**src/rtl/mips_io_pkg.sv**
```systemverilog
// Shared constants, types and sizing helper for the CPU system's board I/O conditioning blocks.
package mips_io_pkg;

   localparam int SW_WIDTH                = 8;
   localparam int DEBOUNCE_CYCLES_DEFAULT = 4;

   // What one debounce bit does on the coming edge.
   typedef enum logic [1:0] {
      ACT_CLEAR  = 2'd0,
      ACT_COUNT  = 2'd1,
      ACT_ACCEPT = 2'd2
   } debounceAction_t;

   // Width needed to hold values 0..maxValue, never less than one bit.
   function automatic int clog2_cnt(input int maxValue);
      int bits;
      bits = 1;
      while ((1 << bits) <= maxValue) begin
         bits++;
      end
      return bits;
   endfunction

endpackage

```
**src/rtl/switch_debounce_bit.sv**
```systemverilog
// One debounced switch bit: stability counter, accepted level and a one-cycle change pulse.
module switch_debounce_bit
   import mips_io_pkg::*;
#(
   parameter int DEBOUNCE_CYCLES = DEBOUNCE_CYCLES_DEFAULT,
   parameter int CNT_W           = clog2_cnt(DEBOUNCE_CYCLES)
) (
   input  logic clk,
   input  logic reset,
   input  logic syncIn,
   output logic stable,
   output logic changed,
   output logic accept
);

   localparam logic [CNT_W-1:0] LAST_COUNT = CNT_W'(DEBOUNCE_CYCLES - 1);

   logic [CNT_W-1:0] count;
   debounceAction_t  action;

   // Any agreement with the held level restarts the count, so bounces never accumulate.
   always_comb begin
      action = ACT_COUNT;
      if (syncIn == stable) begin
         action = ACT_CLEAR;
      end else if (count == LAST_COUNT) begin
         action = ACT_ACCEPT;
      end
   end

   assign accept = (action == ACT_ACCEPT);

   // Counter tops out at LAST_COUNT because reaching it with a mismatch always accepts.
   always_ff @(posedge clk or posedge reset) begin
      if (reset) begin
         count   <= '0;
         stable  <= 1'b0;
         changed <= 1'b0;
      end else begin
         changed <= 1'b0;
         unique case (action)
            ACT_CLEAR: begin
               count <= '0;
            end
            ACT_ACCEPT: begin
               stable  <= syncIn;
               count   <= '0;
               changed <= 1'b1;
            end
            default: begin
               count <= count + CNT_W'(1);
            end
         endcase
      end
   end

endmodule

```
**src/rtl/switch_debouncer.sv**
```systemverilog
// Synchronises and debounces the board slide switches feeding the memory-mapped switch port.
// Defining SWDEB_STICKY_EN adds sticky_clr / sw_sticky, a latched record of accepted changes.
module switch_debouncer
   import mips_io_pkg::*;
#(
   parameter int WIDTH           = SW_WIDTH,
   parameter int DEBOUNCE_CYCLES = DEBOUNCE_CYCLES_DEFAULT
) (
   input  logic             clk,
   input  logic             reset,
   input  logic [WIDTH-1:0] sw_raw,
   output logic [WIDTH-1:0] switches,
   output logic [WIDTH-1:0] sw_changed
`ifdef SWDEB_STICKY_EN
   ,
   input  logic             sticky_clr,
   output logic [WIDTH-1:0] sw_sticky
`endif
);

   localparam int CNT_W = clog2_cnt(DEBOUNCE_CYCLES);

   logic [WIDTH-1:0] sync1;
   logic [WIDTH-1:0] sync2;
   logic [WIDTH-1:0] acceptVec;

   // Plain two-flop synchroniser; nothing may sit between the stages.
   always_ff @(posedge clk or posedge reset) begin
      if (reset) begin
         sync1 <= '0;
         sync2 <= '0;
      end else begin
         sync1 <= sw_raw;
         sync2 <= sync1;
      end
   end

   for (genvar i = 0; i < WIDTH; i++) begin : gBit
      switch_debounce_bit #(
         .DEBOUNCE_CYCLES (DEBOUNCE_CYCLES),
         .CNT_W           (CNT_W)
      ) uBit (
         .clk     (clk),
         .reset   (reset),
         .syncIn  (sync2[i]),
         .stable  (switches[i]),
         .changed (sw_changed[i]),
         .accept  (acceptVec[i])
      );
   end

`ifdef SWDEB_STICKY_EN
   // A set arriving together with a clear wins so that no change event is ever lost.
   always_ff @(posedge clk or posedge reset) begin
      if (reset) begin
         sw_sticky <= '0;
      end else begin
         sw_sticky <= (sw_sticky & ~{WIDTH{sticky_clr}}) | acceptVec;
      end
   end
`else
   logic [WIDTH-1:0] unusedAccept;
   assign unusedAccept = acceptVec;
`endif

endmodule

```
**config.mk**
```make
export PLATFORM = sky130hd
export DESIGN_NAME = switch_debouncer
export DESIGN_NICKNAME = d
export VERILOG_FILES = /design/src/rtl/mips_io_pkg.sv /design/src/rtl/switch_debounce_bit.sv /design/src/rtl/switch_debouncer.sv
export SDC_FILE = /design/constraint.sdc
export NUM_CORES = 1
export LEC_CHECK = 0
export ABC_AREA = 1
export CAP_MARGIN = 10
export CORE_ASPECT_RATIO = 0.7
export CORE_UTILIZATION = 30
export CTS_CLUSTER_DIAMETER = 100
export DETAILED_ROUTE_END_ITERATION = 10
export PLACE_DENSITY = 0.45
export SLEW_MARGIN = 20
export SYNTH_ARGS = -nofsm -noshare
export SYNTH_HDL_FRONTEND = slang
export SYNTH_SLANG_ARGS = --single-unit
export TNS_END_PERCENT = 50
```
**constraint.sdc**
```tcl
create_clock -name clk -period 3.14 [get_ports clk]
set_input_delay 0.471 -clock clk [delete_from_list [all_inputs] [get_ports clk]]
set_output_delay 0.471 -clock clk [all_outputs]
set_load 0.02 [all_outputs]
```
==> flow_summary.yaml, run 1 <==
status:
  outcome: "complete, no violations"
critical_path:
  cp_num_buf_inv: 1
  regToRegEndpoint: "gBit[6].uBit.count[2]$_DFF_PP0_"
  timing.critical_path.required_ns: 2.67
  startpoint_type: "flop"
  r2r-start: "gBit[6].uBit.count[0]$_DFF_PP0_"
  critical_path.slowest_cell: "sky130_fd_sc_hd__clkdlybuf4s50_1"
  timing.critical_path.cells: "clkdlybuf4s50_1"
  r2r_slack_ns: 1.97
  crit_family: "buffers and inverters"
  critical_path.max_fanout: 3
  critical_path.max_stage_delay_ns: 0.62
  worstSetupPathType: "reg -> out"
  arrival_time_reported_for_the_critical_path_endpoint_ns: 1.29
  endpoint_kind: "output port"
  timing.reg2reg.worst_path_depth: 5
  crit_cells: 1
cts:
  cts_root_buf: "sky130_fd_sc_hd__clkbuf_8"
  htreeDepth: 2
  clk_transition_reported_paths_ns: 0.09
  clock_path_buffers: 2
  cts-buffers-inserted: 5
  cts.repair_timing.setup_buffer_count: 0
  post_cts_resize_count: 0
  clock_latency_ns: 0.30
  cts_tree: "yes"
  clock_sink_count: 56
  cts.hold.buffers_added: 0
synthesis:
  synth_instances: 209
  count_of_state_elements_after_synthesis: 56
  synth_area_per_cell_um2: 11.1
  synth_seq_area_share: 0.603
  synth.net_count: 242
  synthesis.area_um2: 2320
  post-synth-top-area-cell: "sky130_fd_sc_hd__dfrtp_1"
  yosysUniqueCellTypes: 10
  synth.top_cell.area_share: 0.603
  synthTopCellsByArea: "sky130_fd_sc_hd__dfrtp_1, sky130_fd_sc_hd__ha_1, sky130_fd_sc_hd__inv_1"
  yosys_warnings: 0
hold_path:
  hold-path-endpoint: "sync2[5]$_DFF_PP0_"
  worst_hold_path_type: "reg -> reg"
  timing.hold.worst.start: "sync1[5]$_DFF_PP0_"
  whs_path_depth: 0
placement:
  portBuffers: 25
  place_hpwl_um: 2270
  place_area_um2: 2590
  place.detailed.instances: 318
  gp_congestion: 0.638
routing:
  route.vias.total: 1239
  vias_per_cell: 3.80
  detail_route.first_pass.iterations: 2
  detail_route.wl_per_cell_um: 9.35
  final_antenna_net_count: 0
  drt_drc_violations_left: 0
  totalWireLength_um: 3050
  drt-initial-drc-count: 23
floorplan:
  core_area_um2: 7380
  die_boundary_width_um: 107
  rows: 26
  design.die.area_um2: 8100
  die-height_um: 75.6
  floorplan.io_pins: 26
  effective_utilization_at_floorplan: 0.314
finish:
  areaGrowthSynthToFinish_pct: 15.4
  number_of_fill_cells_in_the_layout: 747
  area_occupied_by_multi_input_gates_um2: 647
  instances_no_fill: 326
  fin_nets: 260
  drive_above_1_share: 0.0877
  num_antenna_cells: 0
  finish.instance_area_um2: 2680
  register_cell_area_after_layout_um2: 1400
timing:
  final.setup.tns_ns: 0
  layout_worst_path_cycle_share: 0.562
  timing.fmax_mhz: 566
  worstMarginPinSlew_ns: 0.581
  fin_worst_skew_ns: 0.00491
  finalCriticalPeriod_ns: 1.77
  grt_setup_unrepaired: "no"
  final-max-slew-violation-count: 0
  hold_fails_final_rpt: 0
  slew_headroom: 0.612
  timing.final.setup_violations: 0
global_routing:
  largest_net_degree_at_the_start_of_global_routing: 30
  antenna_violations_before_repair: 0
  track_usage: 0.0888
  grt_first_pass_wirelength_um: 5470
  grt_remaining_overflow: 0
  first_global_vias: 1251
power:
  combPwrFrac: 0.315
  netSwitchingPower_w: 0.000663
  pwr_density_cell_nw_per_um2: 759
  netSwitchingFraction: 0.326
  max-vdd-ir-drop_uv: 303
  power.share.clock: 0.195
  cell_internal_power_w: 0.00137
  portion_of_total_power_attributed_to_sequential_cells: 0.490
  leakagePower_nw: 1.36
flow_run:
  max_cap_check_violation_count: 0
-- synthesized netlist by cell type --
cell                      count
sky130_fd_sc_hd__nand3_2      8
sky130_fd_sc_hd__o21ai_0      8
sky130_fd_sc_hd__nor2_1      25
sky130_fd_sc_hd__buf_4       16
sky130_fd_sc_hd__and3_1       7
sky130_fd_sc_hd__ha_1        23
sky130_fd_sc_hd__dfrtp_1     56
sky130_fd_sc_hd__nand2_2      3
sky130_fd_sc_hd__nand2_1     22
sky130_fd_sc_hd__inv_1       41
-- registers in the layout, indices dropped and copies added (netlist names) --
name and flops:
sync2 8, gBit.uBit.changed 8, gBit.uBit.stable 8, gBit.uBit.count 24, sync1 8
-- cell type report --
| cell class | instances | share of cell area |
|---|---|---|
| Sequential cell | 56 | 0.523 |
| Multi-Input combinational cell | 96 | 0.241 |
| Timing Repair Buffer | 27 | 0.0990 |
| Inverter | 41 | 0.0574 |
| Tap cell | 98 | 0.0458 |
| Clock buffer | 8 | 0.0336 |
-- power groups by stage --
stage	Combinational (W)	Sequential (W)	Clock, W
final	0.000640	0.000997	0.000396
after global routing	0.000750	0.00102	0.000438
after CTS	0.000658	0.00100	0.000419
after detailed placement	0.000656	0.00101	0
after global placement	0.000653	0.00101	0
after floorplan	0.000532	0.000991	0
-- how the worst max path moves through the flow --
stage	startpoint	endpoint	slack, ns
4_1_cts	gBit[0].uBit.stable$_DFFE_PP0N_	switches[0]	1.35
3_5_place_dp	reset	sync2[4]$_DFF_PP0_	1.54
5_1_grt	gBit[5].uBit.stable$_DFFE_PP0N_	switches[5]	1.32
6_report	gBit[0].uBit.stable$_DFFE_PP0N_	switches[0]	1.37
2_1_floorplan	reset	gBit[0].uBit.changed$_DFF_PP0_	1.30
3_3_place_gp	reset	gBit[4].uBit.count[1]$_DFF_PP0_	1.53
-- metal layers --
metal  GRT usage  wire [um]  share of wire  vias up
li1            -          -              -      646
met1       0.114       1540           0.51      568
met2       0.138       1310           0.43       20
met3      0.0325        165          0.054        5
met4      0.0365         34          0.011        0
met5           0          0              0        -
-- layout by cell type, fill, tap and decap left out --
cell type / synthesis / layout
sky130_fd_sc_hd__buf_4: 16 / 2
sky130_fd_sc_hd__nor2_1: 25 / 25
sky130_fd_sc_hd__nand2_2: 3 / 3
sky130_fd_sc_hd__inv_2: 0 / 1
sky130_fd_sc_hd__inv_1: 41 / 40
sky130_fd_sc_hd__clkdlybuf4s50_1: 0 / 25
sky130_fd_sc_hd__o21ai_0: 8 / 8
sky130_fd_sc_hd__nand3_2: 8 / 8
sky130_fd_sc_hd__clkbuf_1: 0 / 2
sky130_fd_sc_hd__nand2_1: 22 / 22
sky130_fd_sc_hd__dfrtp_1: 56 / 56
sky130_fd_sc_hd__and3_1: 7 / 7
sky130_fd_sc_hd__clkbuf_8: 0 / 6
sky130_fd_sc_hd__ha_1: 23 / 23
-- metrics by stage --
stage	hold WS [ns]	total power [W]	setup WS, ns	util
finish	0.351	0.00203	1.37	0.363
global route	0.362	0.00221	1.32	0.363
CTS	0.357	0.00208	1.35	0.363
detailed placement	0.335	0.00167	1.54	0.351
global placement	0.334	0.00167	1.53	0.351
floorplan	0.331	0.00152	1.30	-
-- cells by family after synthesis --
logic type,after synthesis,share of synthesized area
buffers and inverters,57,0.118
AOI/OAI and AO/OA,8,0.0172
DFF,56,0.603
and+or+nand+nor,65,0.137
adders and majority gates,23,0.124
No activity file was read; power rests on OpenSTA's default activity.
==> inputs of run 2 (changes only) <==
Clock period 3.14 ns to 1.72 ns, I/O delays scaled along.
==> run 2 against run 1 <==
Critical path depth is the same. Final cell count is 0.31% lower. Register-to-register slack lost 1.4 ns. Flip-flop and latch count did not move. Largest power group unchanged. Core utilization is 0.31 points higher. Via count rose by 0.97%. Global-route usage grew 0.57 points. Critical path type unchanged. Critical endpoint is now switches[5]. Wire length is 2.1% higher. Hold slack worse by 0.036 ns. Highest routed layer unchanged.
==> flow_summary.yaml, run 2 (synthesis results as in run 1) <==
status:
  outcome: "complete, no violations"
timing:
  fin_worst_skew_ns: 0.00717
  worstMarginPinSlew_ns: 0.315
  final.setup.tns_ns: 0
  hold_fails_final_rpt: 0
  slew_headroom: 0.790
  grt_setup_unrepaired: "no"
  timing.final.setup_violations: 0
  fin_worst_hold_slack_ns: 0.315
  timing.fmax_mhz: 640
  finalCriticalPeriod_ns: 1.56
  final-max-slew-violation-count: 0
  layout_worst_path_cycle_share: 0.909
placement:
  gp_congestion: 0.708
  portBuffers: 25
  place_hpwl_um: 2120
finish:
  mostFrequentLayoutCell: "sky130_fd_sc_hd__dfrtp_1"
  number_of_fill_cells_in_the_layout: 743
  register_cell_area_after_layout_um2: 1400
  areaGrowthSynthToFinish_pct: 16.4
  num_antenna_cells: 0
  fin_nets: 259
  drive_above_1_share: 0.0881
  area_occupied_by_multi_input_gates_um2: 647
  largest_reg_flops: 24
  mostFrequentLayoutCells: "sky130_fd_sc_hd__dfrtp_1, sky130_fd_sc_hd__inv_1, sky130_fd_sc_hd__nor2_1, sky130_fd_sc_hd__clkdlybuf4s50_1, sky130_fd_sc_hd__ha_1"
  final_util: 0.366
  max_flop_register: "gBit.uBit.count"
routing:
  vias_per_cell: 3.85
  totalWireLength_um: 3110
  drt_drc_violations_left: 0
  final_antenna_net_count: 0
  detail_route.first_pass.iterations: 4
  route.vias.total: 1251
  detail_route.wl_per_cell_um: 9.58
  drt-initial-drc-count: 30
global_routing:
  first_global_vias: 1318
  antenna_violations_before_repair: 0
  grt_first_pass_wirelength_um: 5770
  track_usage: 0.0945
  largest_net_degree_at_the_start_of_global_routing: 57
  grt_remaining_overflow: 0
critical_path:
  arrival_time_reported_for_the_critical_path_endpoint_ns: 1.31
  crit_cells: 1
  r2r_slack_ns: 0.55
  timing.reg2reg.worst_path_depth: 5
  crit_family: "buffers and inverters"
  timing.critical_path.cells: "clkdlybuf4s50_1"
  r2r-start: "gBit[5].uBit.count[0]$_DFF_PP0_"
  critical_path.max_stage_delay_ns: 0.62
  regToRegEndpoint: "gBit[5].uBit.count[0]$_DFF_PP0_"
  critical_path.slowest_cell: "sky130_fd_sc_hd__clkdlybuf4s50_1"
  timing.critical_path.required_ns: 1.46
  startpoint_type: "flop"
  endpoint_kind: "output port"
  cp_num_buf_inv: 1
  worstSetupPathType: "reg -> out"
  critical_path.max_fanout: 3
flow_run:
  max_cap_check_violation_count: 0
floorplan:
  rows: 26
  effective_utilization_at_floorplan: 0.314
  die-height_um: 75.6
  floorplan.io_pins: 26
  die_boundary_width_um: 107
  core_area_um2: 7380
  design.die.area_um2: 8100
cts:
  htreeDepth: 2
  clock_latency_ns: 0.30
  post_cts_resize_count: 0
  cts_tree: "yes"
  clk_transition_reported_paths_ns: 0.10
  cts.hold.buffers_added: 0
  cts_root_buf: "sky130_fd_sc_hd__clkbuf_8"
  clock_path_buffers: 2
  clock_sink_count: 56
  cts.repair_timing.setup_buffer_count: 0
  cts-buffers-inserted: 5
power:
  pwr_density_cell_nw_per_um2: 1420
  max-vdd-ir-drop_uv: 448
  leakagePower_nw: 1.37
hold_path:
  worst_hold_path_type: "in -> async"
## run 2: cell count changes in the layout (fill, tap and decap cells not counted), sizes merged
cell	change
clkinv	+1
bufinv	+1
buf	-1
clkbuf	-2
## run 2: area by class of cell
type,instances,share of cell area
sequential,56,0.519
multi-input combinational,96,0.239
timing repair buffer,26,0.100
inverter,41,0.0569
tap,98,0.0454
clock buffer,6,0.0269
clock inverter,2,0.0130
## run 2: metal layers
layer / routed length [um] / share of wire / track usage / up-vias
li1: - / - / - / 645
met1: 1670 / 0.54 / 0.119 / 581
met2: 1280 / 0.41 / 0.153 / 23
met3: 149 / 0.048 / 0.0334 / 2
met4: 19 / 0.0061 / 0.0350 / 0
met5: 0 / 0 / 0 / -
## run 2: where the power goes
part           total [W]  internal [W]  switching (W)  leakage, nW
clock network   0.000845      0.000433       0.000412       0.0552
logic            0.00118      0.000513       0.000664        0.605
registers        0.00182       0.00166       0.000157        0.713
total            0.00384       0.00261        0.00123         1.37
## run 2: worst max path at each step
stage	startpoint	end	slack [ns]
6_report	gBit[5].uBit.stable$_DFFE_PP0N_	switches[5]	0.16
5_1_grt	gBit[6].uBit.stable$_DFFE_PP0N_	switches[6]	0.1
4_1_cts	gBit[5].uBit.stable$_DFFE_PP0N_	switches[5]	0.14
3_5_place_dp	gBit[3].uBit.stable$_DFFE_PP0N_	switches[3]	0.50
3_3_place_gp	gBit[5].uBit.stable$_DFFE_PP0N_	switches[5]	0.51
2_1_floorplan	reset	gBit[0].uBit.changed$_DFF_PP0_	0.09
## run 2: through the flow
stage / power [W] / instance area [um2] / cells / worst slack, ns
after global routing: 0.00421 / 2700 / 325 / 0.0964
after global placement: 0.00302 / 2590 / 317 / 0.513
final: 0.00384 / 2700 / 325 / 0.157
after floorplan: 0.00278 / 2320 / 209 / 0.0907
after CTS: 0.00391 / 2700 / 325 / 0.139
after detailed placement: 0.00304 / 2590 / 317 / 0.496
==> inputs of run 3 (changes only) <==
Settings changed: REMOVE_ABC_BUFFERS set to 1.
==> run 3 against run 2 <==
Flip-flop and latch count unchanged. Total power increased by 3.0%. Clock-buffer cell count decreased by 1. Wire length decreased by 4.3%. Setup slack improved by 0.019 ns. Design area increased by 1.5%. Critical path depth unchanged. Hold slack got worse by 0.053 ns. Die area unchanged. Largest power group unchanged.
==> flow_summary.yaml, run 3 (synthesis results as in run 1) <==
routing:
  vias_per_cell: 3.74
  drt-initial-drc-count: 13
  final_antenna_net_count: 0
  route.vias.total: 1216
  totalWireLength_um: 2980
  detail_route.first_pass.iterations: 4
  detail_route.wl_per_cell_um: 9.16
  drt_drc_violations_left: 0
timing:
  final.setup.tns_ns: 0
  grt_setup_unrepaired: "no"
  worstMarginPinSlew_ns: 0.415
  timing.fmax_mhz: 648
  finalCriticalPeriod_ns: 1.54
  fin_worst_skew_ns: 0.00421
  slew_headroom: 0.723
  final-max-slew-violation-count: 0
  timing.final.setup_violations: 0
  layout_worst_path_cycle_share: 0.898
  hold_fails_final_rpt: 0
critical_path:
  timing.critical_path.required_ns: 1.46
  cp_num_buf_inv: 1
  r2r-start: "gBit[0].uBit.count[0]$_DFF_PP0_"
  critPathLaunch: "gBit[3].uBit.stable$_DFFE_PP0N_"
  timing.critical_path.cells: "clkdlybuf4s50_1"
  worstSetupPathType: "reg -> out"
  critical_path.max_stage_delay_ns: 0.61
  endpoint_kind: "output port"
  crit_family: "buffers and inverters"
  critical_path.slowest_cell: "sky130_fd_sc_hd__clkdlybuf4s50_1"
  arrival_time_reported_for_the_critical_path_endpoint_ns: 1.29
  r2r_slack_ns: 0.55
  startpoint_type: "flop"
  critical_path.max_fanout: 3
cts:
  htreeDepth: 2
  clock_sink_count: 56
  cts.repair_timing.setup_buffer_count: 0
  clk_transition_reported_paths_ns: 0.09
  cts_root_buf: "sky130_fd_sc_hd__clkbuf_8"
  clock_path_buffers: 2
  cts_tree: "yes"
  cts-buffers-inserted: 5
  post_cts_resize_count: 0
  cts.hold.buffers_added: 0
  clock_latency_ns: 0.30
floorplan:
  die-height_um: 75.6
  floorplan.io_pins: 26
  design.die.area_um2: 8100
  die_boundary_width_um: 107
  core_area_um2: 7380
  rows: 26
  effective_utilization_at_floorplan: 0.314
flow_run:
  max_cap_check_violation_count: 0
finish:
  mostFrequentLayoutCell: "sky130_fd_sc_hd__dfrtp_1"
  fin_nets: 260
  areaGrowthSynthToFinish_pct: 18.2
  largest_reg_flops: 24
  drive_above_1_share: 0.0925
  number_of_fill_cells_in_the_layout: 718
  num_antenna_cells: 0
  mostFrequentLayoutCells: "sky130_fd_sc_hd__dfrtp_1, sky130_fd_sc_hd__inv_1, sky130_fd_sc_hd__nor2_1, sky130_fd_sc_hd__clkdlybuf4s50_1, sky130_fd_sc_hd__ha_1"
  final_util: 0.372
  max_flop_register: "gBit.uBit.count"
global_routing:
  first_global_vias: 1167
  grt_first_pass_wirelength_um: 5180
  largest_net_degree_at_the_start_of_global_routing: 23
  track_usage: 0.0855
  grt_remaining_overflow: 0
  antenna_violations_before_repair: 0
placement:
  place_hpwl_um: 2160
  portBuffers: 25
  gp_congestion: 0.676
power:
  leakagePower_nw: 1.39
  netSwitchingFraction: 0.304
  portion_of_total_power_attributed_to_sequential_cells: 0.458
  max-vdd-ir-drop_uv: 454
  cell_internal_power_w: 0.00275
  power.share.clock: 0.244
  pwr_density_cell_nw_per_um2: 1440
  netSwitchingPower_w: 0.00120
  combPwrFrac: 0.298
status:
  outcome: "complete, no violations"
hold_path:
  worst_hold_path_type: "in -> async"
run 3: path summary, 6_finish.rpt:
check / end / cells past startpoint
setup / recovery: switches[3] / 1
hold / removal: gBit[6].uBit.count[0]$_DFF_PP0_ / 2
setup reg to reg: gBit[0].uBit.count[1]$_DFF_PP0_ / 5
hold reg to reg: sync2[5]$_DFF_PP0_ / 0
max in group asynchronous: gBit[5].uBit.count[2]$_DFF_PP0_ / 3
min in group clk: sync2[5]$_DFF_PP0_ / 0
run 3: per-stage QoR:
step | hold slack, ns | total power, W | cell area, um2 | cells | setup slack (ns)
2_1_floorplan | 0.289 | 0.00263 | 2200 | 193 | 0.0907
3_3_place_gp | 0.333 | 0.00304 | 2620 | 318 | 0.513
3_5_place_dp | 0.335 | 0.00304 | 2620 | 318 | 0.504
4_1_cts | 0.264 | 0.00405 | 2740 | 325 | 0.150
5_1_grt | 0.275 | 0.00430 | 2740 | 325 | 0.0999
6_report | 0.261 | 0.00396 | 2740 | 325 | 0.176
run 3: layout make-up:
type / count / area [um2] / area share
Sequential cell: 56 / 1400 / 0.511
Multi-Input combinational cell: 96 / 647 / 0.236
Timing Repair Buffer: 27 / 290 / 0.106
Inverter: 41 / 154 / 0.0561
Tap cell: 98 / 123 / 0.0447
Clock buffer: 5 / 68.8 / 0.0251
Clock inverter: 2 / 60.1 / 0.0219
run 3: metal layers:
metal  share of wire  wire length, um  track usage
met5               0                0            0
met4           0.015               44       0.0365
met3           0.057              170       0.0325
met2            0.39             1170        0.125
met1            0.53             1590        0.115
run 3: power groups by stage:
stage          clock network (W)  logic (W)  registers, W
3_3_place_gp                   0    0.00120       0.00183
6_report                0.000966    0.00118       0.00181
4_1_cts                  0.00102    0.00121       0.00182
2_1_floorplan                  0   0.000672       0.00195
3_5_place_dp                   0    0.00120       0.00184
5_1_grt                  0.00107    0.00137       0.00186
==> patch 1: new RTL, config.mk and constraints of run 2 <==
Add an input register stage for `sw_raw`; this delays it by one clock.
--- a/src/rtl/switch_debouncer.sv
+++ b/src/rtl/switch_debouncer.sv
@@ -21,4 +21,10 @@
    localparam int CNT_W = clog2_cnt(DEBOUNCE_CYCLES);
 
+   logic [WIDTH-1:0] sw_raw_q;
+
+   always_ff @(posedge clk) begin
+      sw_raw_q <= sw_raw;
+   end
+
    logic [WIDTH-1:0] sync1;
    logic [WIDTH-1:0] sync2;
@@ -31,5 +37,5 @@
          sync2 <= '0;
       end else begin
-         sync1 <= sw_raw;
+         sync1 <= sw_raw_q;
          sync2 <= sync1;
       end
Formal check against the unedited RTL: not equivalent (Yosys sat finds a counterexample within 10 cycles, from zero or initial values and one cycle with reset high).
==> patch 1 against run 2 <==
The run now ends with design-rule violations left; synthesized cell count up 3.8%; routed wire length up 6.4%; worst hold slack worse by 0.023 ns; total power up 30%; non-clock buffer count up 1; area after synthesis up 7.3%; sequential cell count up 8; setup slack better by 0.0020 ns; design area up 13%; first-iteration DRC count up 57%; critical endpoint unchanged; largest cell class unchanged; highest routed layer unchanged.
==> patch 1: results (changes against run 2) <==
qor: place.placed_cells 329 [+3.8%]
qor: yosys.synth.area.top_cells sky130_fd_sc_hd__dfrtp_1, sky130_fd_sc_hd__ha_1, sky130_fd_sc_hd__dfxtp_1, sky130_fd_sc_hd__inv_1, sky130_fd_sc_hd__buf_4
qor: global_route.grt.total_usage 9.35% [-0.093 points]
qor: setup_path.regToRegStartpoint gBit[0].uBit.count[0]$_DFF_PP0_
qor: final_layout.finish.net_count 272 [+5.0%]
qor: status.violations design-rule violations
qor: yosys.mappedNetlistNets 250 [+3.3%]
qor: yosys.ys_seq_area_share 62.7% [+2.3 points]
qor: yosys.ys_async_sr_fraction 87.5% [-13 points]
qor: timing.final.hold.worst_slack 0.292 ns [-0.0232 ns]
qor: cts.htreeDepth 3 [+1]
qor: drt.detail_route.first_pass.iterations 7 [+3]
qor: place.detailedPlace.worstSlack 0.500 ns [+0.00411 ns]
qor: cts.clock_buffer_count_from_cts 9 [+4]
qor: global_route.grt_pass1_vias 1286 [-2.4%]
qor: place.dp_hpwl 2260 µm [+6.4%]
qor: yosys.syn_inst 217 [+3.8%]
qor: status.outcome finished with violations
qor: place.placed_cell_area 0.00276 mm² [+6.5%]
qor: final_layout.final_layout_size_suffix_gt1_share 12.7% [+3.9 points]
qor: timing.timing.clock.skew 0.00695 ns [-0.000227 ns]
qor: drt.route.detailed.vias_per_inst 3.77 [-2.0%]
qor: yosys.synthTopCellsByCount sky130_fd_sc_hd__dfrtp_1, sky130_fd_sc_hd__inv_1, sky130_fd_sc_hd__nor2_1
qor: drt.drc_errors 8 [+8]
qor: cts.cts.root.buffer_cell sky130_fd_sc_hd__clkbuf_16
qor: power_and_ir_drop.total_leakage_power 1.53 nW [+11%]
qor: global_route.wire_length_of_the_first_global_routing_pass 5870 µm [+1.7%]
qor: place.gp_congestion 0.759 [+7.1%]
qor: power_and_ir_drop.ir_worst_vdd 583 µV [+30%]
==> patch 1: power by group <==
part           switching (mW)  internal (mW)  leakage [nW]  total, mW
Sequential              0.157           1.86         0.780       2.02
Clock                   0.599           1.20         0.143       1.80
Combinational           0.672          0.514         0.606       1.19
Total                    1.43           3.58          1.53       5.00
==> patch 1: cells by family after synthesis <==
group	Yosys count	share of synthesized area (%)
buf+inv	57	11.0
fa+ha+maj	23	11.5
simple gates	65	13.2
flops	64	62.7
compound gates	8	1.61
==> patch 1: per-layer routing <==
layer	share of wire (%)	vias up	track usage, %	wire (µm)
li1	-	691	-	-
met1	53	579	11.6	1760
met2	38	25	11.8	1270
met3	6.3	6	5.79	210
met4	2.1	0	6.16	70
met5	0	-	0	0
==> patch 1: layout make-up <==
type	instances	area, µm²
Clock buffer	14	264
Sequential cell	64	1560
Tap cell	101	126
Multi-Input combinational cell	96	657
Timing Repair Buffer	27	265
Inverter	41	154
Fill cell	779	4910
Clock inverter	2	37.5
==> patch 2: new RTL, flow settings as in run 2 <==
Made on the original files. Change the package constant `DEBOUNCE_CYCLES_DEFAULT` from 4 to 6.
--- a/src/rtl/mips_io_pkg.sv
+++ b/src/rtl/mips_io_pkg.sv
@@ -3,5 +3,5 @@
 
    localparam int SW_WIDTH                = 8;
-   localparam int DEBOUNCE_CYCLES_DEFAULT = 4;
+   localparam int DEBOUNCE_CYCLES_DEFAULT = 6;
 
    // What one debounce bit does on the coming edge.
Behaviour: not the same (a bounded check fails within 10 cycles, from zero or initial values and one cycle with reset high).
==> patch 2 against run 2 <==
Sequential power is 7% higher; critical path depth is the same; total power increased by 16%; routed wire length grew 5.4%; first-iteration DRC count grew 13%; final cell count is 9.8% higher; design area increased by 5.4%; core utilization grew 1.3 points; via count increased by 10%; synthesized cell count is 15% higher; setup slack better by 0.0040 ns; area after synthesis rose by 3.1%; sequential cell count did not move; critical path type unchanged; critical endpoint is now switches[2]; largest power group unchanged.
==> patch 2: results (changes against run 2) <==
qor: yosys.mappedNetlistNets 267 [+10%]
qor: setup_path.timing_startpoint_of_the_critical_path gBit[2].uBit.stable$_DFFE_PP0N_
qor: yosys.syn_inst 241 [+15%]
qor: drt.detailedRoute.firstIterationViolations 34 [+13%]
qor: setup_path.reg2regPathDepth 4 [-1]
qor: status.outcome finished clean
qor: global_route.wire_length_of_the_first_global_routing_pass 6000 µm [+4.0%]
qor: place.gp_congestion 0.657 [-7.2%]
qor: global_route.grt.total_usage 9.42% [-0.031 points]
qor: final_layout.clock_cell_area_share 6.41% [+2.4 points]
qor: drt.wirelength 3280 µm [+5.4%]
qor: yosys.ys_seq_area_share 58.5% [-1.8 points]
qor: final_layout.non_clock_buffer_area_share 9.49% [-0.51 points]
qor: power_and_ir_drop.clkPwrFrac 27.3% [+5.3 points]
qor: cts.cts.root.buffer_cell sky130_fd_sc_hd__clkbuf_16
qor: setup_path.cp_max_fo 4 [+1]
qor: yosys.synth.area.top_cells sky130_fd_sc_hd__dfrtp_1, sky130_fd_sc_hd__ha_1, sky130_fd_sc_hd__nand2_1, sky130_fd_sc_hd__inv_1, sky130_fd_sc_hd__buf_4
qor: cts.clkSlewWorstSetupHoldPaths 0.07 ns [-0.03 ns]
qor: global_route.grt_pass1_vias 1312 [-0.46%]
qor: power_and_ir_drop.seq-power 1.94 mW [+7%]
qor: power_and_ir_drop.total_leakage_power 1.43 nW [+4.5%]
qor: setup_path.crit_end switches[2]
qor: final_layout.finalNonFillerCells 357 [+9.8%]
qor: setup_path.regToRegStartpoint gBit[3].uBit.count[0]$_DFF_PP0_
qor: drt.number_of_vias_after_detailed_routing 1379 [+10%]
qor: timing.worst-slew-pin-transition 0.299 ns [-0.0154 ns]
qor: power_and_ir_drop.power.switching 1.43 mW [+16%]
qor: yosys.synthTopCellsByCount sky130_fd_sc_hd__dfrtp_1, sky130_fd_sc_hd__nand2_1, sky130_fd_sc_hd__inv_1
qor: power_and_ir_drop.ir_worst_vdd 563 µV [+26%]
qor: timing.timing.clock.skew 0.00562 ns [-0.00156 ns]
qor: final_layout.multiInputGateArea 718 µm² [+11%]
qor: final_layout.multiInputCombCellCount 128 [+33%]
qor: final_layout.clock_buffers 7 [+1]
qor: power_and_ir_drop.power.switching_fraction 32.2% [+0.12 points]
qor: final_layout.finish.net_count 284 [+9.7%]
qor: final_layout.final_layout_size_suffix_gt1_share 12.7% [+3.9 points]
qor: setup_path.regToRegEndpoint gBit[3].uBit.count[1]$_DFF_PP0_
qor: setup_path.worst-r2r-setup-slack 0.69 ns [+0.14 ns]
## patch 2: cell families (layout without fill, tap and decap cells)
group | after synthesis | after routing | synth area share, %
buffers and inverters | 57 | 75 | 11.4
adders and majority gates | 16 | 16 | 8.36
DFF | 56 | 56 | 58.5
and+or+nand+nor | 104 | 104 | 20.0
AOI/OAI and AO/OA | 8 | 8 | 1.67
## patch 2: metrics by stage
step           hold slack [ns]  util [%]  setup slack, ns  instance area (µm²)
3_3_place_gp             0.332      35.5            0.480                 2670
4_1_cts                  0.351      37.9            0.138                 2850
5_1_grt                  0.360      37.9           0.0933                 2850
6_report                 0.346      37.9            0.161                 2850
3_5_place_dp             0.337      35.5            0.461                 2670
2_1_floorplan            0.289         -           0.0907                 2390
## patch 2: metal layers
metal	wire length, µm	track usage (%)	vias to the layer above
met5	0	0	-
met4	63	4.05	0
met3	180	3.74	8
met2	1220	12.2	26
met1	1820	13.6	615
li1	-	-	730
